==> config.mk <==
export PLATFORM = sky130hd
export DESIGN_NAME = axi_inf_write_state_core
export DESIGN_NICKNAME = d
export VERILOG_FILES = /design/src/rtl/axi_inf_write_state_core.sv
export SDC_FILE = /design/constraint.sdc
export NUM_CORES = 1
export LEC_CHECK = 0
export BUFFER_PORTS_ARGS = -buffer_cell sky130_fd_sc_hd__buf_2
export CAP_MARGIN = 30
export CORE_AREA = 5 5 253 255
export CTS_CLUSTER_DIAMETER = 200
export DETAILED_ROUTE_END_ITERATION = 8
export DIE_AREA = 0 0 258 260
export GPL_ROUTABILITY_DRIVEN = 0
export SYNTH_ARGS = -nofsm -noshare
export SYNTH_HDL_FRONTEND = slang
export SYNTH_SLANG_ARGS = --single-unit
==> constraint.sdc <==
create_clock -name axi_aclk -period 1.99 [get_ports axi_aclk]
set_input_delay 0.597 -clock axi_aclk [delete_from_list [all_inputs] [get_ports axi_aclk]]
set_output_delay 0.597 -clock axi_aclk [all_outputs]
set_load 0.005 [all_outputs]
==> src/rtl/axi_inf_write_state_core.sv <==
// AXI4 write-channel master for the VDMA write path: one burst per request,
// AW issue, W streaming with WLAST from the upstream FIFO, then B consume.
module axi_inf_write_state_core #(
  parameter int IDSIZE = 4,
  parameter int ID     = 0,
  parameter int LSIZE  = 9,
  parameter int ASIZE  = 29,
  parameter int DSIZE  = 256
) (
  input  logic                 axi_aclk,
  input  logic                 axi_resetn,
  input  logic                 write_req,
  input  logic [LSIZE-1:0]     req_len,
  input  logic [ASIZE-1:0]     req_addr,
  output logic                 req_resp,
  output logic                 req_done,
  output logic                 resp_err,
  input  logic                 pend_in,
  output logic                 pend_out,
  input  logic [DSIZE-1:0]     idata,
  input  logic                 ivalid,
  output logic                 iready,
  output logic [IDSIZE-1:0]    axi_awid,
  output logic [ASIZE-1:0]     axi_awaddr,
  output logic [LSIZE-1:0]     axi_awlen,
  output logic [2:0]           axi_awsize,
  output logic [1:0]           axi_awburst,
  output logic                 axi_awlock,
  output logic [3:0]           axi_awcache,
  output logic [2:0]           axi_awprot,
  output logic [3:0]           axi_awqos,
  output logic                 axi_awvalid,
  input  logic                 axi_awready,
  output logic [DSIZE-1:0]     axi_wdata,
  output logic [DSIZE/8-1:0]   axi_wstrb,
  output logic                 axi_wlast,
  output logic                 axi_wvalid,
  input  logic                 axi_wready,
  input  logic [IDSIZE-1:0]    axi_bid,
  input  logic [1:0]           axi_bresp,
  input  logic                 axi_bvalid,
  output logic                 axi_bready
);

  localparam int BSIZE = $clog2(DSIZE / 8);

  typedef enum logic [2:0] {
    S_IDLE,
    S_ADDR,
    S_DATA,
    S_RESP,
    S_DONE
  } state_t;

  state_t             r_state;
  state_t             w_next;
  logic [ASIZE-1:0]   r_awaddr;
  logic [LSIZE-1:0]   r_awlen;
  logic [LSIZE-1:0]   r_cnt;
  logic               r_err;

  logic               w_accept;
  logic               w_wvalid;
  logic               w_whs;
  logic               w_last;
  logic               w_unused;

  assign axi_awid    = IDSIZE'(ID);
  assign axi_awsize  = 3'(BSIZE);
  assign axi_awburst = 2'b01;
  assign axi_awlock  = 1'b0;
  assign axi_awcache = 4'b0011;
  assign axi_awprot  = 3'b000;
  assign axi_awqos   = 4'b0000;
  assign axi_wstrb   = '1;

  // BID carries no information for a single-outstanding master.
  assign w_unused = ^axi_bid;

  assign w_accept = (r_state == S_IDLE) && write_req && !pend_in;
  assign w_wvalid = (r_state == S_DATA) && ivalid;
  assign w_whs    = w_wvalid && axi_wready;
  assign w_last   = (r_cnt == r_awlen) && w_wvalid;

  assign axi_awaddr  = r_awaddr;
  assign axi_awlen   = r_awlen;
  assign axi_awvalid = (r_state == S_ADDR);
  assign axi_wdata   = idata;
  assign axi_wvalid  = w_wvalid;
  assign axi_wlast   = w_last;
  assign iready      = (r_state == S_DATA) && axi_wready;
  assign axi_bready  = (r_state == S_RESP);
  assign req_resp    = w_accept;
  assign req_done    = (r_state == S_DONE);
  assign resp_err    = (r_state == S_DONE) && r_err;
  assign pend_out    = (r_state == S_ADDR) || (r_state == S_DATA) || (r_state == S_RESP);

  always_comb begin
    w_next = r_state;
    case (r_state)
      S_IDLE: if (w_accept)               w_next = S_ADDR;
      S_ADDR: if (axi_awready)            w_next = S_DATA;
      S_DATA: if (w_whs && w_last)        w_next = S_RESP;
      S_RESP: if (axi_bvalid)             w_next = S_DONE;
      S_DONE:                             w_next = S_IDLE;
      default:                            w_next = S_IDLE;
    endcase
  end

  always_ff @(posedge axi_aclk or negedge axi_resetn) begin
    if (!axi_resetn) begin
      r_state  <= S_IDLE;
      r_awaddr <= '0;
      r_awlen  <= '0;
      r_cnt    <= '0;
      r_err    <= 1'b0;
    end else begin
      r_state <= w_next;
      if (w_accept) begin
        r_awaddr <= req_addr;
        r_awlen  <= req_len;
      end
      if ((r_state == S_ADDR) && axi_awready) begin
        r_cnt <= '0;
      end else if (w_whs && !w_last) begin
        // Hold on the final beat so a full-length burst never wraps the counter.
        r_cnt <= r_cnt + 1'b1;
      end
      if ((r_state == S_RESP) && axi_bvalid) begin
        r_err <= (axi_bresp != 2'b00);
      end
    end
  end

endmodule

* Word-level counts from Yosys, hierarchy flattened
Cells that the tools add are included.
** Operators by class
- Add/sub/neg operators :: 1
- Multipliers :: 0
- Div/mod/pow operators :: 0
- Order comparisons :: 0
- Equality and inequality tests :: 9
- Shifts and indexed selects :: 0
- Mux-type cells :: 7
- Bitwise logic cells :: 0
- Reduce and logical (&&, ||, !) cells :: 19
** Operator list (number)
- 2-to-1 mux 9 bit :: 2
- 2-to-1 mux 3 bit :: 4
- case mux 3 bit (4 select lines) :: 1
- logical AND 1 bit :: 11
- adder 9 x 1 -> 9 bit (second input constant) :: 1
- == test 9 bit :: 1
- == test 3 x 2 -> 1 bit (second input constant) :: 2
- != test 2 x 1 -> 1 bit (second input constant) :: 2
- != test 2 bit (second input constant) :: 2
- AND reduction 4 bit :: 1
- nonzero test 2 bit :: 2
- == test 3 x 1 -> 1 bit (second input constant) :: 1
- == test 3 bit (second input constant) :: 1
- zero test 3 bit :: 1
- zero test 1 bit :: 2
- logical OR 1 bit :: 2
** Storage, ports and cells
- Register bits after elaboration :: 51
- Latch bits :: 0
- Memory bits (writable) :: 0
- Bits in read-only memories :: 0
- Input bits :: 308
- Logic and storage cells :: 41
- Memories kept :: 0

* Depth between registers and ports, before layout
Gate-level depths: netlist of the first run.
- Depth after elaboration :: 7
- Mapped depth :: 6

* Worst setup path after synthesis of the first run
OpenSTA, ideal clock, no wires.
- Path kind :: reg2out
- Start :: register r_cnt[2]
- End :: output port axi_wlast
- Arrival :: 1294 ps
- Data required time :: 1393 ps
- Path slack :: 99 ps
- Stages on the path, launching flop included :: 5
- Buffers on the path :: 0
- Path through :: dfrtp_1 xor2_1 nor3_1 nand3_1 nor2b_1
** Between the ends
- Longest elaborated chain between the ends :: 2
** RTL lines
- from (decl) :: line 59 : logic [LSIZE-1:0] r_cnt;
- from (signal assigned) :: line 127 : r_cnt <= r_cnt + 1'b1;
- == test 9 bit :: line 83 : assign w_last = (r_cnt == r_awlen) && w_wvalid;
- logical AND 1 bit :: line 83
- to (decl) :: line 36 : output logic axi_wlast,
No other way between the ends.

* Final worst setup path of the first run
- Start :: register r_awlen[7], in the netlist axi_awlen[7]
- End :: output port axi_wlast
** Between the ends
- Longest elaborated chain between the ends :: 2
** RTL lines
- from (decl) :: line 58 : logic [LSIZE-1:0] r_awlen;
- from (signal assigned) :: line 121 : r_awlen <= req_len;
- == test 9 bit :: line 83
- logical AND 1 bit :: line 83
No other way between the ends.

==> impl_results.md, run 1 <==
* Yosys top cell by area: buf_4
* Area contributors post-synth: buf_4 51%, dfrtp_1 28%, mux2_2 9.4%, xor2_1 1.7%, nand2_1 1.2%
* P per Cell Area at 1096 mW/mm^2
* Violated checks: setup timing
* Post-layout nets at 653
* Initial antenna violation count at 0
* Min cycle time layout at 2204 ps
* Outcome: finished with violations
* Initial Utilization at 7.407%
* Post-Route WL at 20910 um
* Post-synthesis cell count at 483
* Clk_skew at 6.692 ps
* Finished Cell Area at 0.004253 mm^2
* Fmax at 453.7 MHz
* P&R area growth vs syn at -6.441%
* Vias in the first global route at 2618
* Synth Register Bits at 51
* Most frequent cells in the layout: 94 x buf_2, 53 x conb_1, 48 x dfrtp_1, 38 x mux2_2, 21 x buf_4
* Die W at 258 um
* Worst hold path type: input pin to async pin
* Fin. max-slew vios at 0
* CP max FO at 2
* Final worst-path cycle share at 110.8%
* Post-synth top flop: dfrtp_1
* Die area at 0.06708 mm^2
* Worst-path clk slew at 70 ps
* Remaining Overflow, GRT at 0
* Sequential area share after synthesis at 28.08%
* Vias per cell at 2.087
* Most common cell after layout, fill and taps aside: buf_2
* WP data arrival at 1610 ps
* Gr usage total at 5.693%
* WL per Instance at 18.43 um
* Worst setup margin at -214.2 ps
* DRT antenna net count at 0
* Final setup fails at 1
* Yosys warns at 0
* 1st-iter DRT viols at 59
* Port Buffer Count at 94
* Die Ht at 260 um
* Clock buffer depth at 2
* Worst hold slack at 289.0 ps
* IO Count at 664
* Layout cells sized above 1 at 51.01%
* Antenna Cells at 0
* Post-synthesis cell type count at 30
* CTS tree: built
* Row cnt at 91
* HPWL after DPL at 18880 um
* Crit path required time at 1390 ps
* First-pass GRT wire length at 25470 um
* RSZ-0062 raised after global routing: true
* DRT Pass-1 Iters at 4
* R2r setup slk at 210 ps
* Hold Violations, Final at 0
* Core area at 0.06137 mm^2
* Critical path class: flop to output port
* VDD IR max at 0.6895 mV
* # hold bufs at CTS at 0
* Synth Area per Inst at 9.411 um^2
* Max Cap Violations at 0
* Root Buffer: clkbuf_16
* Sinks on Clock Net at 51
* Top-area cell type share of the netlist area at 51.03%
* Post-synth EDFFs at 0
* Async S/R FF share, synth at 100.0%
* Mapped Area at 0.004546 mm^2
* Setup TNS at -214.2 ps
* Fillers at 7136
* Htree depth at 2
* DRC viols at 0
* CP Capture Type: output port
* Detailed-route via count at 2369
* Cell Area, Placed at 0.004006 mm^2
* Worst skew pair latency at 300 ps
* Largest net degree at the start of global routing at 52
* Leak at 1.745 nW
* CP Launch Type: flop
* Total CTS buffers at 5
==> final timing paths <==
| kind | depth (start not counted) | startpoint | to |
|---|---|---|---|
| max | 6 | axi_awlen[7] | axi_wlast |
| min | 2 | axi_resetn | axi_awaddr[21] |
| max reg2reg | 7 | r_cnt[0] | r_cnt[8] |
| min reg2reg | 2 | r_err | r_err |
| max in group asynchronous | 2 | axi_resetn | r_state[1] |
| min in group axi_aclk | 2 | r_err | r_err |
==> synthesized netlist by cell type (2+ instances only) <==
| library cell | count |
|---|---|
| a21oi_1 | 3 |
| a311oi_1 | 4 |
| and2_1 | 3 |
| and3_1 | 2 |
| buf_2 | 4 |
| buf_4 | 309 |
| conb_1 | 2 |
| dfrtp_1 | 51 |
| inv_1 | 3 |
| mux2_2 | 38 |
| mux2i_1 | 3 |
| nand2_1 | 14 |
| nand3_1 | 4 |
| nor2_1 | 10 |
| nor2b_1 | 4 |
| o21ai_0 | 3 |
| or4_1 | 2 |
| xnor2_1 | 4 |
| xor2_1 | 9 |
==> logic make-up (layout without fill, tap and decap cells) <==
| logic type | count (synthesis) | count (layout) | share of synthesized area [%] |
|---|---|---|---|
| buffers and inverters | 317 | 128 | 51.80 |
| flip-flops | 51 | 51 | 28.08 |
| AO/OA/AOI/OAI | 13 | 13 | 1.927 |
| other | 2 | 53 | 0.1652 |
| XOR/XNOR | 13 | 13 | 2.505 |
| AND/OR/NAND/NOR | 45 | 45 | 5.175 |
| multiplexers | 41 | 41 | 10.07 |
| adder cells (fa/ha/maj) | 1 | 1 | 0.2752 |
==> metrics by stage <==
step | setup WS, ps | power (mW) | std cells | util [%]
floorplan | 98.59 | 3.126 | 534 | -
global placement | -9.250 | 3.558 | 1121 | 6.528
detailed placement | 33.90 | 3.599 | 1121 | 6.528
CTS | -245.5 | 4.679 | 1130 | 6.844
global route | -280.9 | 5.002 | 1135 | 6.930
finish | -214.2 | 4.660 | 1135 | 6.930
==> flip-flops by register name (all words and copies together), names as in the netlist <==
name,flops
r_state,3
axi_awlen,9
r_err,1
r_cnt,9
axi_awaddr,29
==> power breakdown <==
| part | switching, mW | total [mW] | internal, mW |
|---|---|---|---|
| combinational | 0.797 | 1.82 | 1.02 |
| sequential | 0.334 | 1.83 | 1.50 |
| clock | 0.409 | 1.01 | 0.598 |
| total | 1.54 | 4.66 | 3.12 |
==> layout make-up <==
class	count	area, um^2	area share [%]
clock buffers	5	125.1	2.942
repair buffers	117	668.1	15.71
inverters	3	11.26	0.2648
multi-input cells	166	1134	26.65
well taps	790	988.4	23.24
flip-flops and latches	51	1280	30.10
clock inverters	3	46.29	1.089
==> critical path: stages, from the launching register on <==
cell and delay [ps]:
dfrtp_1 390, xor2_1 170, nor4_2 260, buf_4 160
nand3_4 70, nor2b_1 130, buf_2 130
==> routing by layer <==
| metal | vias to the layer above | global-route usage, % | part of all wire [%] |
|---|---|---|---|
| met5 | - | 0.3655 | 0 |
| met4 | 0 | 3.500 | 6.5 |
| met3 | 89 | 7.233 | 28 |
| met2 | 397 | 10.13 | 50 |
| met1 | 987 | 2.502 | 15 |
| li1 | 896 | - | - |
==> repair_timing <==
item | CTS | global route
resized for setup | 3 | 6
pin swaps | 4 | 2
buffers inserted | 1 | 5
endpoints found under the hold margin | 0 | 0
setup endpoints to repair | 2 | 6
No activity file was read; power rests on OpenSTA's default activity.
==> run 2, diff against run 1 <==
--- a/config.mk
+++ b/config.mk
@@ -5,12 +5,12 @@
 export SDC_FILE = /design/constraint.sdc
 export NUM_CORES = 1
 export LEC_CHECK = 0
-export BUFFER_PORTS_ARGS = -buffer_cell sky130_fd_sc_hd__buf_2
 export CAP_MARGIN = 30
-export CORE_AREA = 5 5 253 255
+export CORE_AREA = 5 5 256 258
 export CTS_CLUSTER_DIAMETER = 200
 export DETAILED_ROUTE_END_ITERATION = 8
-export DIE_AREA = 0 0 258 260
+export DIE_AREA = 0 0 261 263
+export DONT_BUFFER_PORTS = 1
 export GPL_ROUTABILITY_DRIVEN = 0
 export SYNTH_ARGS = -nofsm -noshare
 export SYNTH_HDL_FRONTEND = slang
==> constraint.sdc (replaced) <==
create_clock -name axi_aclk -period 2.1 [get_ports axi_aclk]
set_input_delay 0.21 -clock axi_aclk [delete_from_list [all_inputs] [get_ports axi_aclk]]
set_output_delay 0.21 -clock axi_aclk [all_outputs]
set_load 0.005 [all_outputs]
==> run 2 against run 1 <==
The run now ends clean. Global-route usage down 0.48 points. Clock power down 11%. Worst hold slack worse by 250 ps. Register-to-register slack better by 80 ps. Core utilization decreased by 0.98 points. Non-clock buffer count shrank 107. Critical path depth down 2.
==> impl_results.md, run 2 (synthesis gave the netlist of run 1 again) <==
* Worst hold path type: input pin to flop
* DRC viols at 0 (unchanged)
* VDD IR max at 0.4432 mV (-36%)
* Finished Cell Area at 0.003730 mm^2 (-12%)
* Wire length on met3 at 4876 um (-17%)
* Fin. max-slew vios at 0 (unchanged)
* IO Count at 664 (unchanged)
* Crit path required time at 1890 ps (+500 ps)
* Die Ht at 263 um (+1.2%)
* HPWL after DPL at 16410 um (-13%)
* Root Buffer: clkbuf_16
* CP Launch Type: flop
* Clock buffer depth at 2 (unchanged)
* CP Capture Type: output port
* Remaining Overflow, GRT at 0 (unchanged)
* CP max FO at 6 (+4)
* Vias per cell at 1.845 (-12%)
* Met1 Wirelength at 4594 um (+43%)
* Most common cell after layout, fill and taps aside: conb_1
* Max Cap Violations at 0 (unchanged)
* Die area at 0.06864 mm^2 (+2.3%)
* Combinational power share at 27.5% (-12 points)
* Max reg flops at 29 (unchanged)
* Worst skew pair latency at 310 ps (about the same)
* Total CTS buffers at 5 (unchanged)
* Slew HR at 55.01%
* Gr usage total at 5.210% (-0.48 points)
* WL per Instance at 17.62 um (-4.4%)
* R2r setup slk at 290 ps (+80 ps)
* Critical path's top delay family: simple AND/OR/NAND/NOR gates
* Detailed-route via count at 2000 (-16%)
* 1st-iter DRT viols at 66 (+12%)
* Crit path from: axi_awlen[7]
* R2R Path End: r_cnt[4]
* Worst path slowest cell: dfrtp_1
* Core area at 0.06274 mm^2 (+2.2%)
* DRT antenna net count at 0 (unchanged)
* Crit path depth at 4 (-2)
* Sw Ratio at 36.87% (+3.8 points)
* Initial antenna violation count at 3 (+3)
* Worst-path clk slew at 80 ps (about the same)
* Largest net degree at the start of global routing at 52 (unchanged)
* P per Cell Area at 1033 mW/mm^2 (-5.7%)
* First-pass GRT wire length at 23360 um (-8.3%)
* Final worst-path cycle share at 91.72%
* CP bufs+invs at 0 (-2)
* Htree depth at 2 (unchanged)
* Fmax at 519.2 MHz
* CP Cell Sequence: xor2_1 -> nor4_4 -> nand3_1 -> nor2b_1
* Final setup fails at 0 (-1)
* Post-layout nets at 546 (-16%)
* WP data arrival at 1720 ps (+110 ps)
* Worst r2r path cells at 5 (-2)
* Clk_skew at 7.986 ps (+1.294 ps)
* CTS tree: built
* P&R area growth vs syn at -17.95%
* Initial Utilization at 7.246% (-0.16 points)
* Routed length on met2 at 7065 um (-33%)
* Layout cells sized above 1 at 26.89% (-24 points)
* Outcome: complete, no violations
* Capture point of the critical path: axi_wlast
* Hold Violations, Final at 0 (unchanged)
* Sinks on Clock Net at 51 (unchanged)
* P_int at 2.432 mW (-22%)
* Slew @ Worst Pin at 672.3 ps
* Net Switching at 1.421 mW (-7.8%)
* Worst path max stage delay at 440 ps (+50 ps)
* DRT Pass-1 Iters at 4 (unchanged)
* Port Buffer Count at 0 (-100%)
* Row cnt at 92 (+1.1%)
* Antenna Cells at 0 (unchanged)
* Top sig layer: met5
* Critical path class: flop to output port
* Clock share of power at 23.4% (+1.8 points)
* Min cycle time layout at 1926 ps
* Cell Area, Placed at 0.003513 mm^2 (-12%)
* Vias in the first global route at 2240 (-14%)
* Seq pwr share at 49.2% (+9.9 points)
* Leak at 1.293 nW (-26%)
* Die W at 261 um (+1.2%)
* RSZ-0062 raised after global routing: true
* Most frequent cells in the layout: 53 x conb_1, 50 x dfrtp_1, 38 x mux2_2, 14 x nand2_1, 9 x xor2_1
* Worst hold slack at 43.55 ps (-245.4 ps)
* Reg-to-Reg Start: r_state[0]
* Post-Route WL at 19100 um (-8.7%)
run 2: repair_timing:
| action | in CTS | in global routing |
|---|---|---|
| pin swaps | 0 | 1 |
| setup buffers | 0 | 0 |
| gates resized for setup | 1 | 4 |
| endpoints found under the hold margin | 51 | 0 |
| hold buffers | 2 | 0 |
| endpoints found under the setup margin | 1 | 2 |
run 2: metal layers:
metal | vias up | global-route usage (%)
li1 | 679 | -
met1 | 827 | 3.793
met2 | 307 | 6.648
met3 | 185 | 5.529
met4 | 2 | 6.165
met5 | - | 0.8547
run 2: how the worst min path moves through the flow:
stage / startpoint / slack (ps) / cells after the start / end
6_report: req_addr[0] / 40 / 1 / axi_awaddr[0]
3_3_place_gp: axi_resetn / -80 / 0 / axi_awaddr[28]
5_1_grt: req_len[0] / 20 / 1 / axi_awlen[0]
2_1_floorplan: axi_resetn / -90 / 0 / axi_awaddr[0]
4_1_cts: req_addr[1] / 20 / 1 / axi_awaddr[1]
3_5_place_dp: axi_resetn / -80 / 0 / axi_awaddr[28]
run 2: cell type report:
| cell class | instances | area, um^2 |
|---|---|---|
| Clock inverter | 3 | 33.78 |
| Multi-Input combinational cell | 166 | 1126 |
| Fill cell | 7420 | 59010 |
| Timing Repair Buffer | 10 | 97.59 |
| Tap cell | 846 | 1059 |
| Inverter | 3 | 11.26 |
| Sequential cell | 51 | 1277 |
| Clock buffer | 5 | 125.1 |
run 2: power groups by stage:
stage | Clock (mW) | Sequential (mW) | Combinational (mW)
finish | 0.900 | 1.90 | 1.06
global route | 0.996 | 1.99 | 1.22
CTS | 0.972 | 1.94 | 1.06
detailed placement | 0 | 1.95 | 1.02
global placement | 0 | 1.94 | 0.978
floorplan | 0 | 1.73 | 1.23
run 2: per-stage QoR:
step           total power, mW  cells  setup TNS, ps  utilization [%]  setup slack [ps]
2_1_floorplan            2.962    534              0                -             449.7
4_1_cts                  3.970   1084              0            5.921             15.23
6_report                 3.853   1084              0            5.945             173.9
3_3_place_gp             2.917   1074              0            5.600             298.7
5_1_grt                  4.210   1084         -17.79            5.945            -17.79
3_5_place_dp             2.968   1074              0            5.600             269.3
==> run 3, diff against run 2 <==
--- a/config.mk
+++ b/config.mk
@@ -7,11 +7,13 @@
 export LEC_CHECK = 0
 export CAP_MARGIN = 30
 export CORE_AREA = 5 5 256 258
+export CTS_BUF_LIST = sky130_fd_sc_hd__clkbuf_16
 export CTS_CLUSTER_DIAMETER = 200
 export DETAILED_ROUTE_END_ITERATION = 8
 export DIE_AREA = 0 0 261 263
 export DONT_BUFFER_PORTS = 1
 export GPL_ROUTABILITY_DRIVEN = 0
+export MAX_ROUTING_LAYER = met4
 export SYNTH_ARGS = -nofsm -noshare
 export SYNTH_HDL_FRONTEND = slang
 export SYNTH_SLANG_ARGS = --single-unit
==> run 3 against run 2 <==
The flow now stops in detailed routing. Synthesized cell count unchanged. Synthesized area unchanged. Global-route usage up 0.082 points.
==> impl_results.md, run 3 <==
* Gr usage total at 5.292% (+0.082 points)
* HPWL after DPL at 16410 um (unchanged)
* Htree depth at 2 (unchanged)
* Setup repair bufs after CTS at 0 (unchanged)
* Sequential area share after synthesis at 28.08% (unchanged)
* Post-synthesis cell count at 483 (unchanged)
* Failed at: detailed routing
* Die W at 261 um (unchanged)
* Outcome: stopped before the end
* Root Buffer: clkbuf_16
* Yosys warns at 0 (unchanged)
* Clock buffer depth at 2 (unchanged)
* First-pass GRT wire length at 22910 um (-1.9%)
* Die Ht at 263 um (unchanged)
* Area contributors post-synth: buf_4 51%, dfrtp_1 28%, mux2_2 9.4%, xor2_1 1.7%, nand2_1 1.2%
* Placed Cells at 1074 (unchanged)
* Vias in the first global route at 2244 (+0.18%)
* Post-synthesis cell type count at 30 (unchanged)
* Largest net degree at the start of global routing at 52 (unchanged)
* Row cnt at 92 (unchanged)
* Port Buffer Count at 0 (unchanged)
* Async S/R FF share, synth at 100.0% (unchanged)
* Sinks on Clock Net at 51 (unchanged)
* Initial antenna violation count at 3 (unchanged)
* Worst endpoint type: primary output
* IO Count at 664 (unchanged)
* Mapped Area at 0.004546 mm^2 (unchanged)
* Total CTS buffers at 5 (unchanged)
* Post-synth EDFFs at 0 (unchanged)
* Post-synth top flop: dfrtp_1
* Remaining Overflow, GRT at 0 (unchanged)
* Top post-synthesis cells by count: 309 x buf_4, 51 x dfrtp_1, 38 x mux2_2, 14 x nand2_1, 10 x nor2_1
* Synth Register Bits at 51 (unchanged)
* Top-area cell type share of the netlist area at 51.03% (unchanged)
* Log Error: [ERROR DRT-0255] Maze Route cannot find path of net idata[108] in worker of routeBox ( 241500 96600 ) ( 261000 144900 ).
* Synth Area per Inst at 9.411 um^2 (unchanged)
* Grt repair worst endpoint: axi_wlast
* Initial Utilization at 7.246% (unchanged)
* Yosys top cell by area: buf_4
* Top-count cell post-synth: buf_4
[run 3: repair_timing]
item,4_1_cts,5_1_grt
hold buffers,2,0
gates resized for setup,1,4
endpoints found under the setup margin,1,2
pin swaps,0,1
cloned,0,0
endpoints found under the hold margin,51,0
[run 3: cell families after synthesis]
group	Yosys count	synth area share, %
buffers and inverters	317	51.80
DFF	51	28.08
and+or+nand+nor	45	5.175
muxes	41	10.07
AOI/OAI and AO/OA	13	1.927
xor gates and xnor gates	13	2.505
other	2	0.1652
adders and majority gates	1	0.2752
[run 3: stage by stage]
| step | TNS (ps) | instance area [um^2] | hold WS [ps] | setup slack (ps) |
|---|---|---|---|---|
| global route | -17.03 | 3730 | 24.84 | -17.03 |
| CTS | 0 | 3715 | 20.31 | 15.23 |
| detailed placement | 0 | 3513 | -84.15 | 269.3 |
| global placement | 0 | 3513 | -83.90 | 298.7 |
| floorplan | 0 | 4737 | -85.59 | 449.7 |
[run 3: routing by layer]
layer,track usage (%)
met1,4.108
met2,7.065
met3,4.964
met4,5.099
met5,-
==> run 4, diff against run 3 <==
==> config.mk (replaced) <==
export PLATFORM = sky130hd
export DESIGN_NAME = axi_inf_write_state_core
export DESIGN_NICKNAME = d
export VERILOG_FILES = /design/src/rtl/axi_inf_write_state_core.sv
export SDC_FILE = /design/constraint.sdc
export NUM_CORES = 1
export LEC_CHECK = 0
export CAP_MARGIN = 30
export CORE_AREA = 5 5 258 260
export DETAILED_ROUTE_END_ITERATION = 8
export DIE_AREA = 0 0 263 265
export DONT_BUFFER_PORTS = 1
export GPL_ROUTABILITY_DRIVEN = 0
export PLACE_DENSITY_LB_ADDON = 0.15
export SYNTH_ARGS = -nofsm -noshare
export SYNTH_HDL_FRONTEND = slang
export SYNTH_SLANG_ARGS = --single-unit
==> run 4 against run 3 <==
The run now ends clean. Global-route usage grew 0.054 points.
==> impl_results.md, run 4 (synthesis gave the netlist of run 1 again) <==
* Outcome: complete, no violations
* Hold Violations, Final at 0
* DRT antenna net count at 0
* CP max FO at 6
* Finished Cell Area at 0.003732 mm^2
* RSZ-0062 raised after global routing: false
* Fillers at 7512
* Final setup fails at 0
* Leak at 1.294 nW
* Largest net degree at the start of global routing at 52 (unchanged)
* Placed Cells at 1083 (+0.84%)
* Die W at 263 um (+0.77%)
* Vias in the first global route at 2213 (-1.4%)
* CP Capture Type: output port
* Detailed-route via count at 1962
* Port Buffer Count at 0 (unchanged)
* Worst hold start: req_addr[7]
* Worst path max stage delay at 440 ps
* Worst path slowest cell: dfrtp_1
* Most common cell after layout, fill and taps aside: conb_1
* R2R Path End: r_cnt[4]
* VDD IR max at 0.3317 mV
* Reg area at 0.001276 mm^2
* Worst r2r path cells at 5
* HPWL after DPL at 16970 um (+3.4%)
* Final worst-path cycle share at 91.01%
* Max reg flops at 29
* Cell Area, Placed at 0.003537 mm^2 (+0.68%)
* Gr usage total at 5.347% (+0.054 points)
* Fmax at 523.2 MHz
* Vias per cell at 1.793
* Core area at 0.06388 mm^2
* Worst Hold Depth at 1
* Worst-path clk slew at 80 ps
* Die Ht at 265 um (+0.76%)
* Fin cells at 1094
* Slew HR at 67.48%
* Root Buffer: clkbuf_16
* Clk_skew at 8.585 ps
* Row cnt at 93 (+1.1%)
* Clock buffer depth at 2 (unchanged)
* Crit path required time at 1890 ps
* Post-Route WL at 20080 um
* Fin util at 5.842%
* Layout cells sized above 1 at 25.63%
* Min cycle time layout at 1911 ps
* CP Launch Type: flop
* WL per Instance at 18.36 um
* Sinks on Clock Net at 51 (unchanged)
* Max Cap Violations at 0
* R2r setup slk at 300 ps
* WP data arrival at 1700 ps
* Most frequent cells in the layout: 53 x conb_1, 51 x dfrtp_1, 38 x mux2_2, 14 x nand2_1, 10 x nor2_1
* IO Count at 664 (unchanged)
* Reg-to-Reg Start: r_state[0]
* Setup TNS at 0 ps
* Post-layout nets at 546
* CTS tree: built
* Total CTS buffers at 5 (unchanged)
* Htree depth at 2 (unchanged)
* P per Cell Area at 1060 mW/mm^2
* 1st-iter DRT viols at 51
* DRT Pass-1 Iters at 4
* Worst hold endpoint: axi_awaddr[7]
* First-pass GRT wire length at 24650 um (+7.6%)
* CP Cell Sequence: xor2_1 -> nor4_2 -> buf_4 -> nand3_1 -> nor2b_2
* Critical path class: flop to output port
* Worst skew pair latency at 320 ps
* Worst hold path type: input pin to flop
* Slew @ Worst Pin at 481.3 ps
* Initial Utilization at 7.116% (-0.13 points)
* Fin. max-slew vios at 0
* DRC viols at 0
* Initial antenna violation count at 3 (unchanged)
* Die area at 0.06970 mm^2
* Remaining Overflow, GRT at 0 (unchanged)
* P&R area growth vs syn at -17.89%
* Area of the multi-input gates at 0.001110 mm^2
==> run 4: area by class of cell <==
type	count	area share [%]
Timing Repair Buffer	10	2.950
Antenna cell	1	0.06705
Sequential cell	51	34.19
Tap cell	855	28.66
Clock inverter	2	0.3688
Multi-Input combinational cell	166	29.74
Inverter	3	0.3017
Clock buffer	6	3.721
==> run 4: how the worst max path moves through the flow <==
stage,startpoint,end,slack [ps]
global placement,r_cnt[2],r_cnt[4],230
finish,r_cnt[7],axi_wlast,190
global route,r_cnt[7],axi_wlast,10
CTS,r_cnt[7],axi_wlast,80
floorplan,r_cnt[2],r_cnt[4],450
detailed placement,axi_awlen[2],r_cnt[4],270
==> run 4: timing repair <==
item / 4_1_cts / 5_1_grt
gates resized for setup: 0 / 1
setup buffers: 0 / 0
endpoints found under the hold margin: 51 / 0
setup endpoints to repair: 0 / 1
hold buffers: 2 / 0
==> run 4: routing by layer <==
| layer | vias to the layer above | share of wire [%] | global-route usage, % |
|---|---|---|---|
| met4 | 6 | 8.5 | 4.190 |
| met3 | 123 | 26 | 6.701 |
| li1 | 683 | - | - |
| met1 | 799 | 22 | 3.437 |
| met2 | 351 | 42 | 7.647 |
| met5 | - | 0.97 | 1.824 |
==> run 4: critical path: cells and delay by family (launching register included) <==
| kind | cells | cell delay [ps] |
|---|---|---|
| XOR/XNOR | 1 | 190 |
| flip-flops | 1 | 440 |
| buffers and inverters | 1 | 170 |
| AND/OR/NAND/NOR | 3 | 580 |
==> run 4: report_power, final <==
group / internal [mW] / switching (mW) / total (mW)
logic: 0.576 / 0.489 / 1.06
clock network: 0.481 / 0.469 / 0.949
registers: 1.41 / 0.528 / 1.94
total: 2.47 / 1.49 / 3.96
==> run 4: metrics by stage <==
| stage | hold slack [ps] | setup WS [ps] | total power, mW |
|---|---|---|---|
| 6_report | 33.75 | 188.7 | 3.956 |
| 3_3_place_gp | -83.45 | 226.8 | 3.080 |
| 3_5_place_dp | -83.85 | 269.4 | 3.051 |
| 2_1_floorplan | -85.59 | 449.7 | 2.962 |
| 4_1_cts | 11.02 | 84.90 | 4.108 |
| 5_1_grt | 12.36 | 12.89 | 4.299 |
